<file path="src/rtl/uc_pkg.sv">
// Shared definitions for the CPU multiply/divide control slice.
//
// Contents:
//   div_seq_state_t : sequencer states for the divide sequencer
//   DIV0_LO         : quotient committed to LO on a divide by zero
//   DIV_LAT_DEFAULT : default divider latency, load falling edge to valid result
//   mag32()         : 32-bit two's-complement magnitude, optionally signed
package uc_pkg;

  typedef enum logic [1:0] {
    IDLE = 2'd0,
    LOAD = 2'd1,
    RUN  = 2'd2,
    FIX  = 2'd3
  } div_seq_state_t;

  localparam logic [31:0] DIV0_LO = 32'hFFFF_FFFF;

  // 32 iterations plus the divider's output register.
  localparam int DIV_LAT_DEFAULT = 33;

  // Magnitude of v when sgn is set and v is negative; raw value otherwise.
  // Modulo-2^32, so the magnitude of 32'h80000000 is 32'h80000000.
  function automatic logic [31:0] mag32(input logic sgn, input logic [31:0] v);
    return (sgn && v[31]) ? (32'd0 - v) : v;
  endfunction

endpackage

</file>
<file path="src/rtl/div_seq.sv">
// Divide sequencer and architectural HI/LO register stage.
//
// Accepts DIV/DIVU requests, loads an external iterative unsigned divider
// with operand magnitudes, waits its fixed latency, sign-corrects the
// quotient/remainder and commits them to HI/LO. Also services MTHI/MTLO.
//
// Request handshake: start is a one-cycle request. It is accepted on a rising
// edge only while busy is low; busy rises on that same edge and stays high
// until the edge that commits the result (where done pulses for one cycle).
// A start presented while busy is high is dropped, never queued.
//
// Ports:
//   clk, reset      : clock (rising edge), asynchronous active-low reset
//   start           : one-cycle divide request
//   is_signed       : 1 = DIV, 0 = DIVU (sampled with start)
//   a, b            : dividend / divisor (sampled with start)
//   mthi, mtlo      : write wdata to HI / LO (honoured only while idle)
//   wdata           : MTHI/MTLO data
//   hi, lo          : architectural HI (remainder) / LO (quotient)
//   busy            : divide in flight
//   done            : one-cycle pulse on the edge HI/LO take a divide result
//   div_load        : load pulse to the divider (its active-high reset)
//   div_a, div_b    : operand magnitudes to the divider
//   div_lo, div_hi  : unsigned quotient / remainder from the divider
module div_seq
  import uc_pkg::*;
#(
  parameter int DIV_LAT = DIV_LAT_DEFAULT
) (
  input  logic        clk,
  input  logic        reset,
  input  logic        start,
  input  logic        is_signed,
  input  logic [31:0] a,
  input  logic [31:0] b,
  input  logic        mthi,
  input  logic        mtlo,
  input  logic [31:0] wdata,
  output logic [31:0] hi,
  output logic [31:0] lo,
  output logic        busy,
  output logic        done,
  output logic        div_load,
  output logic [31:0] div_a,
  output logic [31:0] div_b,
  input  logic [31:0] div_lo,
  input  logic [31:0] div_hi
);

  localparam int CW = $clog2(DIV_LAT) + 1;

  div_seq_state_t state_q, state_d;
  logic [CW-1:0]  cnt_q, cnt_d;
  logic [31:0]    hi_q, hi_d;
  logic [31:0]    lo_q, lo_d;
  logic           busy_q, busy_d;
  logic           done_q, done_d;
  logic           div_load_q, div_load_d;
  logic [31:0]    div_a_q, div_a_d;
  logic [31:0]    div_b_q, div_b_d;
  logic           neg_q_q, neg_q_d;
  logic           neg_r_q, neg_r_d;

  always_comb begin
    state_d    = state_q;
    cnt_d      = cnt_q;
    hi_d       = hi_q;
    lo_d       = lo_q;
    busy_d     = busy_q;
    done_d     = 1'b0;
    div_load_d = 1'b0;
    div_a_d    = div_a_q;
    div_b_d    = div_b_q;
    neg_q_d    = neg_q_q;
    neg_r_d    = neg_r_q;

    case (state_q)
      IDLE: begin
        if (mthi) hi_d = wdata;
        if (mtlo) lo_d = wdata;
        if (start && (b != 32'd0)) begin
          // Operands go out as magnitudes; the signs are remembered so the
          // unsigned result can be corrected in FIX. The remainder takes the
          // dividend's sign, the quotient the XOR of both signs.
          div_a_d    = mag32(is_signed, a);
          div_b_d    = mag32(is_signed, b);
          neg_q_d    = is_signed & (a[31] ^ b[31]);
          neg_r_d    = is_signed & a[31];
          div_load_d = 1'b1;
          busy_d     = 1'b1;
          state_d    = LOAD;
        end else if (start) begin
          // Divide by zero completes on this edge without the divider and
          // overrides any simultaneous MTHI/MTLO.
          lo_d   = DIV0_LO;
          hi_d   = a;
          done_d = 1'b1;
        end
      end

      LOAD: begin
        cnt_d   = '0;
        state_d = RUN;
      end

      RUN: begin
        cnt_d = cnt_q + CW'(1);
        if (cnt_q == CW'(DIV_LAT - 1)) state_d = FIX;
      end

      FIX: begin
        lo_d    = neg_q_q ? (32'd0 - div_lo) : div_lo;
        hi_d    = neg_r_q ? (32'd0 - div_hi) : div_hi;
        done_d  = 1'b1;
        busy_d  = 1'b0;
        state_d = IDLE;
      end

      default: begin
        state_d = IDLE;
        busy_d  = 1'b0;
      end
    endcase
  end

  always_ff @(posedge clk or negedge reset) begin
    if (!reset) begin
      state_q    <= IDLE;
      cnt_q      <= '0;
      hi_q       <= '0;
      lo_q       <= '0;
      busy_q     <= 1'b0;
      done_q     <= 1'b0;
      div_load_q <= 1'b0;
      div_a_q    <= '0;
      div_b_q    <= '0;
      neg_q_q    <= 1'b0;
      neg_r_q    <= 1'b0;
    end else begin
      state_q    <= state_d;
      cnt_q      <= cnt_d;
      hi_q       <= hi_d;
      lo_q       <= lo_d;
      busy_q     <= busy_d;
      done_q     <= done_d;
      div_load_q <= div_load_d;
      div_a_q    <= div_a_d;
      div_b_q    <= div_b_d;
      neg_q_q    <= neg_q_d;
      neg_r_q    <= neg_r_d;
    end
  end

  assign hi       = hi_q;
  assign lo       = lo_q;
  assign busy     = busy_q;
  assign done     = done_q;
  assign div_load = div_load_q;
  assign div_a    = div_a_q;
  assign div_b    = div_b_q;

endmodule
</file>
<file path="config.mk">
export PLATFORM = sky130hd
export DESIGN_NAME = div_seq
export DESIGN_NICKNAME = d
export VERILOG_FILES = /design/src/rtl/uc_pkg.sv /design/src/rtl/div_seq.sv
export SDC_FILE = /design/constraint.sdc
export NUM_CORES = 1
export LEC_CHECK = 0
export ABC_AREA = 1
export BUFFER_PORTS_ARGS = -buffer_cell sky130_fd_sc_hd__buf_2
export CORE_MARGIN = 10
export CORE_UTILIZATION = 55
export CTS_BUF_LIST = sky130_fd_sc_hd__clkbuf_4 sky130_fd_sc_hd__clkbuf_8 sky130_fd_sc_hd__clkbuf_16
export DETAILED_ROUTE_END_ITERATION = 8
export PLACE_DENSITY = 0.83
export SETUP_SLACK_MARGIN = 0.02
export SLEW_MARGIN = 20
export SYNTH_ARGS = -nofsm -noshare
export SYNTH_HDL_FRONTEND = slang
export SYNTH_SLANG_ARGS = --single-unit
</file>
<file path="constraint.sdc">
create_clock -name clk -period 3.4 [get_ports clk]
set_clock_uncertainty 0.05 [all_clocks]
set_input_delay 0.17 -clock clk [delete_from_list [all_inputs] [get_ports clk]]
set_output_delay 0.17 -clock clk [all_outputs]
set_load 0.05 [all_outputs]
</file>
==> metrics.txt, run 1 <==
Post-DP HPWL=approximately 31 mm; delay-heaviest family, CP=flip-flops; initial DRC count=roughly 1300; clk_lat worst skew=0.43 ns; NumNets Final=between 2000 and 2500; crit-path cells=clkinv_1 -> a21oi_1 -> nor2_1 -> nand2_1 -> nand2_1 -> nand3_1 -> nand2_1 -> nand2_1 -> nand2_1; global-route wire length before repair=about 64 mm; DR vias=between 10000 and 15000; CTS tree=yes; critical path endpoint category=register; Worst Path Arrival=between 2 and 3 ns; WL/cell=about 18 um; RSZ-0062 raised after global routing=no; #FFs+latches synth=about 140; share of cells above drive strength 1=between 15 and 20%; Leak Pwr=7.06 nW; largest net degree at the start of global routing=82; CP bufs+invs=1; ANT nets after route=0; Mapped Nets=about 1900; Slowest-stage cell, CP=dfrtp_1; CP Launch Type=register; Slew @ Worst Pin=roughly 1.0 ns; Die W=around 160 um; routed wire length=about 41 mm; Crit path largest cell delay=a little under 0.9 ns; clock-pin slew on the worst setup and hold paths=around 0.06 ns; outcome=complete, no violations; crit path time final=2.52 ns; chip height=160 um; vias in the first global route=~12000; top_reg_cell synth=dfrtp_1; fin crit share=74.0%; H-tree lvl count=4; maximum clock frequency=approximately 400 MHz; YS warnings=0; worst path required time=around 3.7 ns; total negative slack=0 ns; Setup-failing EPs final=0; post-synth cell types=38; Std-Cell Rows=51; Power Density=1020 mW/mm^2; Max FO, Critical Path=25; GRT overflow=0; pre-CTS setup slack=between 0.4 and 0.5 ns; TritonCTS buffer count=17; Setup Buffers After CTS=0; EDFF count, synth=0; drt drc=0; Max-Cap Viols=0; Setup CP Type=register to register; CTS root buf=clkbuf_16; final worst slack=~0.88 ns; footprint of the multi-input gates=0.00641 mm^2; initial antenna violation count=13; CTS Sinks=~140; area of the core=0.0194 mm^2; detailed-router iteration count before antenna repair=6; Via-to-Cell Ratio=approximately 5.6; Critical Path Most Common Cell=nand2_1; Peak VDD IR=around 0.72 mV; Register Area=0.00355 mm^2; register area share after synthesis=between 30 and 40%; GR Util All Layers=a little under a third; area grow syn2layout=20.9%; CTS max path bufs=2; Initial Util=55.8%; Synth Instances=between 1500 and 2000; Cell Area, Synth=between 0.01 and 0.015 mm^2; Syn Area/Cell=between 6 and 7 um^2; worst hold path class=input pin to register; Synth async-reset ratio=100%; FILL cells=about 1800; Power Total=13.3 mW; # IOs=around 300; die area=approximately 0.026 mm^2; I/O Buffers=about 300; Routability Congestion=between 0.9 and 1; max-slew violations=0; final hold vios=0; Worst slew margin=between 30% and 40%
==> per-stage QoR <==
stage / instances / instance area (um^2) / hold WS [ns] / utilization, %
6_report: 2264 / 13100 / 0.00905 / 67.5
3_5_place_dp: 2216 / 12400 / 0.219 / 64.0
2_1_floorplan: 1721 / 10800 / -0.176 / -
5_1_grt: 2260 / 13100 / 0.0305 / 67.5
3_3_place_gp: 2216 / 12400 / 0.212 / 64.0
4_1_cts: 2253 / 13100 / 0.00203 / 67.3
==> final timing paths <==
| check | cells past startpoint | slack [ns] | endpoint | from |
|---|---|---|---|---|
| min in group asynchronous | 2 | 0.32 | div_b[25]$_DFFE_PN0P_ | reset |
| setup / recovery | 9 | 0.88 | lo[19]$_DFFE_PN0P_ | neg_q_q$_DFFE_PN0P_ |
| setup reg to reg | 9 | 0.88 | lo[19]$_DFFE_PN0P_ | neg_q_q$_DFFE_PN0P_ |
| hold / removal | 4 | 0.009 | div_a[24]$_DFFE_PN0P_ | a[24] |
| max in group asynchronous | 3 | 2.11 | div_a[31]$_DFFE_PN0P_ | reset |
| hold reg to reg | 2 | 0.43 | div_a[26]$_DFFE_PN0P_ | div_a[26]$_DFFE_PN0P_ |
==> kinds of logic after synthesis <==
kind of cell	share of synthesized area (%)
flops	32.8
xor+xnor	3.24
compound gates	8.72
buf+inv	8.13
fa+ha+maj	1.16
mux	3.91
simple gates	42.0
==> power breakdown <==
group	internal, mW	switching [mW]
Combinational	2.04	6.14
Clock	1.11	0.821
Sequential	2.53	0.696
Total	5.68	7.66
==> Yosys cell counts, types with 4 or more instances <==
cell | count | area, um^2
a31oi_1 | 5 | 31.3
buf_6 | 5 | 56.3
buf_1 | 13 | 48.8
nand4_1 | 57 | 357
inv_1 | 131 | 492
buf_2 | 17 | 85.1
o21ai_0 | 92 | 460
xor2_1 | 37 | 324
nand3_1 | 186 | 931
dfrtp_1 | 142 | 3550
nand3b_1 | 9 | 67.6
ha_1 | 10 | 125
nor2_1 | 222 | 833
o21ai_1 | 23 | 115
clkinv_1 | 4 | 15.0
clkbuf_1 | 46 | 173
nor3_1 | 7 | 35.0
a21oi_1 | 48 | 240
mux2i_1 | 40 | 400
o21a_1 | 5 | 37.5
nand2_1 | 592 | 2220
==> worst register-to-register path, stage by stage, from the launching register on <==
cell and delay, ns:
dfrtp_1 0.89, clkinv_1 0.58, a21oi_1 0.25, nor2_1 0.19
nand2_1 0.10, nand2_1 0.05, nand3_1 0.09, nand2_1 0.08
nand2_1 0.06, nand2_1 0.05
==> state kept, by name, summed over array words and instances, names as in the netlist <==
signal,count
neg_q_q,1
lo,32
state_q,2
neg_r_q,1
div_b,32
busy,1
cnt_q,7
hi,32
div_load,1
div_a,32
done,1
==> area by class of cell <==
cell class | count | area share, %
diodes | 11 | 0.210
clock buffers | 18 | 3.31
clock inverters | 14 | 1.22
inverters | 136 | 3.90
multi-input cells | 1361 | 48.9
flip-flops and latches | 142 | 27.1
well taps | 265 | 2.53
repair buffers | 317 | 12.8
==> routing by layer <==
metal	vias up	GRT usage, %	wire [um]
met5	-	0	22
met4	4	13.3	1490
met3	110	8.05	3790
met2	687	49.0	19300
met1	5856	37.6	16100
li1	6100	-	-
==> placed cells by master, fill, tap and decap left out, types with 2 or more instances in the layout <==
master	synthesis	final
nand2_1	592	592
buf_2	17	295
nor2_1	222	220
nand3_1	186	186
dfrtp_1	142	142
inv_1	131	129
o21ai_0	92	92
nand4_1	57	57
a21oi_1	48	48
mux2i_1	40	40
xor2_1	37	37
o21ai_1	23	23
clkbuf_16	0	17
buf_4	1	15
diode_2	0	11
nand3b_1	9	9
ha_1	10	8
nor3_1	7	7
a31oi_1	5	5
o21a_1	5	5
dlygate4sd3_1	0	5
clkinv_1	4	4
inv_2	1	3
o211ai_1	3	3
or2_2	3	3
nor4_1	3	3
xnor2_1	3	3
nor3b_1	3	3
inv_6	0	3
clkinv_4	0	3
or2_1	2	2
nor2_2	1	2
nor2_4	1	2
mux2_2	2	2
a21o_1	2	2
ha_2	0	2
inv_8	0	2
clkinvlp_4	0	2
bufinv_16	0	2
clkinv_2	0	2
==> repair_timing <==
item,CTS,global route
gates resized for setup,0,0
hold endpoints to repair,82,0
hold buffers,5,0
No activity file was read; power rests on OpenSTA's default activity.
==> inputs of run 2 (changes only) <==
--- a/config.mk
+++ b/config.mk
@@ -8,10 +8,10 @@
 export ABC_AREA = 1
 export BUFFER_PORTS_ARGS = -buffer_cell sky130_fd_sc_hd__buf_2
 export CORE_MARGIN = 10
-export CORE_UTILIZATION = 55
+export CORE_UTILIZATION = 49
 export CTS_BUF_LIST = sky130_fd_sc_hd__clkbuf_4 sky130_fd_sc_hd__clkbuf_8 sky130_fd_sc_hd__clkbuf_16
 export DETAILED_ROUTE_END_ITERATION = 8
-export PLACE_DENSITY = 0.83
+export PLACE_DENSITY = 0.78
 export SETUP_SLACK_MARGIN = 0.02
 export SLEW_MARGIN = 20
 export SYNTH_ARGS = -nofsm -noshare
==> constraint.sdc (replaced) <==
create_clock -name clk -period 2.3 [get_ports clk]
set_clock_uncertainty 0.05 [all_clocks]
set_input_delay 0.115 -clock clk [delete_from_list [all_inputs] [get_ports clk]]
set_output_delay 0.115 -clock clk [all_outputs]
set_load 0.05 [all_outputs]
==> run 2 against run 1 <==
Final area is 3.8% higher. Hold slack got worse by 0.0074 ns. Sequential cell count did not move. Register-to-register slack worse by 0.50 ns. Combinational power rose by 53%. Final cell count rose by 2.4%. Count of clock-buffer cells in the layout decreased by 1. Critical path type is now input pin to register.
==> metrics.txt, run 2 (synthesis results as in run 1) <==
CP Launch Type=input pin; detailed-router iteration count before antenna repair=6; chip height=approximately 170 um; Post-Layout Inst Area=around 0.014 mm^2; total negative slack=0 ns; initial DRC count=between 1000 and 1500; Max FO, Critical Path=28; Non-Filler Instances=2318; area of the core=~0.022 mm^2; Slew @ Worst Pin=0.806 ns; CTS Sinks=~140; I/O Buffers=a little under 300; Max-Cap Viols=0; Routability Congestion=about 0.94; CTS root buf=clkbuf_16; # IOs=297; maximum clock frequency=~470 MHz; RSZ-0062 raised after global routing=yes; Worst slew margin=between 40% and 50%; CTS tree=yes; Initial Util=about half; Peak VDD IR=about 0.90 mV; global-route wire length before repair=between 60 and 70 mm; worst path required time=around 2.6 ns; DR vias=around 13000; area grow syn2layout=25.5%; Power Density=approximately 1500 mW/mm^2; Setup Buffers After CTS=0; NumNets Final=about 2200; WL/cell=about 18 um; Post-DP HPWL=32.5 mm; routed wire length=~43 mm; fin crit share=just over 90%; CTS max path bufs=2; commonest non-fill, non-tap cell in the layout=nand2_1; Leak Pwr=7.28 nW; Worst Path Arrival=2.37 ns; Setup-failing EPs final=0; TritonCTS buffer count=17; H-tree lvl count=4; crit path time final=~2.1 ns; vias in the first global route=between 10000 and 15000; GR Util All Layers=approximately 29%; final hold vios=0; share of cells above drive strength 1=between 15 and 20%; Via-to-Cell Ratio=5.63; Die W=169 um; initial antenna violation count=6; largest net degree at the start of global routing=between 70 and 80; drt drc=0; outcome=complete, no violations; Setup CP Type=input pin to register; clk_lat worst skew=0.43 ns; max-slew violations=0; worst hold path class=input pin to register; critical path endpoint category=register; Post-DP Area=roughly 0.013 mm^2; die area=about 0.028 mm^2; Inst Count DP=2246; clock-pin slew on the worst setup and hold paths=~0.07 ns; Std-Cell Rows=54; ANT nets after route=0; most frequent cells in the layout=nand2_1 (592), buf_2 (295), nor2_1 (219); GRT overflow=0
run 2: cell types whose count changed in the layout (fill, tap and decap cells not counted), sizes merged:
| cell | previous run | this run |
|---|---|---|
| buf | 312 | 327 |
| clkbuf | 18 | 17 |
| clkinv | 9 | 12 |
| clkinvlp | 2 | 3 |
| diode | 11 | 3 |
| dlygate4sd3 | 5 | 38 |
| inv | 137 | 133 |
run 2: critical path: stages:
cell and delay [ns]:
dlygate4sd3_1 0.53, buf_2 0.12, inv_1 0.10, ha_1 0.18
nand2_1 0.12, nor2_4 0.15, nand2_1 0.13, nor2_4 0.14
nand2_1 0.07, nand2_1 0.11, nor2_2 0.06, buf_6 0.19
o211ai_1 0.20, o21ai_0 0.14
run 2: layout make-up:
| type | instances | area [um^2] |
|---|---|---|
| Fill cell | 2119 | 8160 |
| Timing Repair Buffer | 365 | 2190 |
| Inverter | 136 | 510 |
| Clock inverter | 14 | 146 |
| Sequential cell | 142 | 3550 |
| Antenna cell | 3 | 7.51 |
| Tap cell | 280 | 350 |
| Multi-Input combinational cell | 1361 | 6410 |
| Clock buffer | 17 | 425 |
run 2: layer usage:
metal,vias up,GRT usage (%),share of wire (%)
met2,735,45.5,45
met5,-,0,0.094
li1,6181,-,-
met3,117,6.48,10
met1,6009,37.8,41
met4,6,11.3,3.6
run 2: path summary, 6_finish.rpt:
path / start / to / slack (ns) / depth (start not counted)
hold reg to reg: div_a[27]$_DFFE_PN0P_ / div_a[27]$_DFFE_PN0P_ / 0.42 / 2
setup reg to reg: neg_q_q$_DFFE_PN0P_ / lo[26]$_DFFE_PN0P_ / 0.38 / 9
setup / recovery: b[0] / neg_q_q$_DFFE_PN0P_ / 0.18 / 14
max in group asynchronous: reset / hi[2]$_DFFE_PN0P_ / 1.29 / 3
hold / removal: a[1] / hi[1]$_DFFE_PN0P_ / 0.002 / 5
min in group asynchronous: reset / div_b[12]$_DFFE_PN0P_ / 0.13 / 2
run 2: repair_timing:
item	in CTS	in global routing
hold endpoints to repair	81	0
hold buffers	38	0
setup endpoints to repair	0	28
gates resized for setup	0	5
run 2: through the flow:
step	setup slack (ns)	utilization [%]	hold slack, ns	power, mW
floorplan	0.509	-	-0.231	13.5
global placement	0.283	58.0	0.0148	16.8
detailed placement	0.252	58.0	0.0224	17.1
CTS	0.109	62.4	0.000438	19.9
global route	0.00660	62.5	0.0160	21.3
finish	0.177	62.5	0.00169	20.0
run 2: where the power goes:
group / switching, mW / internal (mW)
Clock: 1.20 / 1.59
Combinational: 9.24 / 3.25
Sequential: 0.952 / 3.74
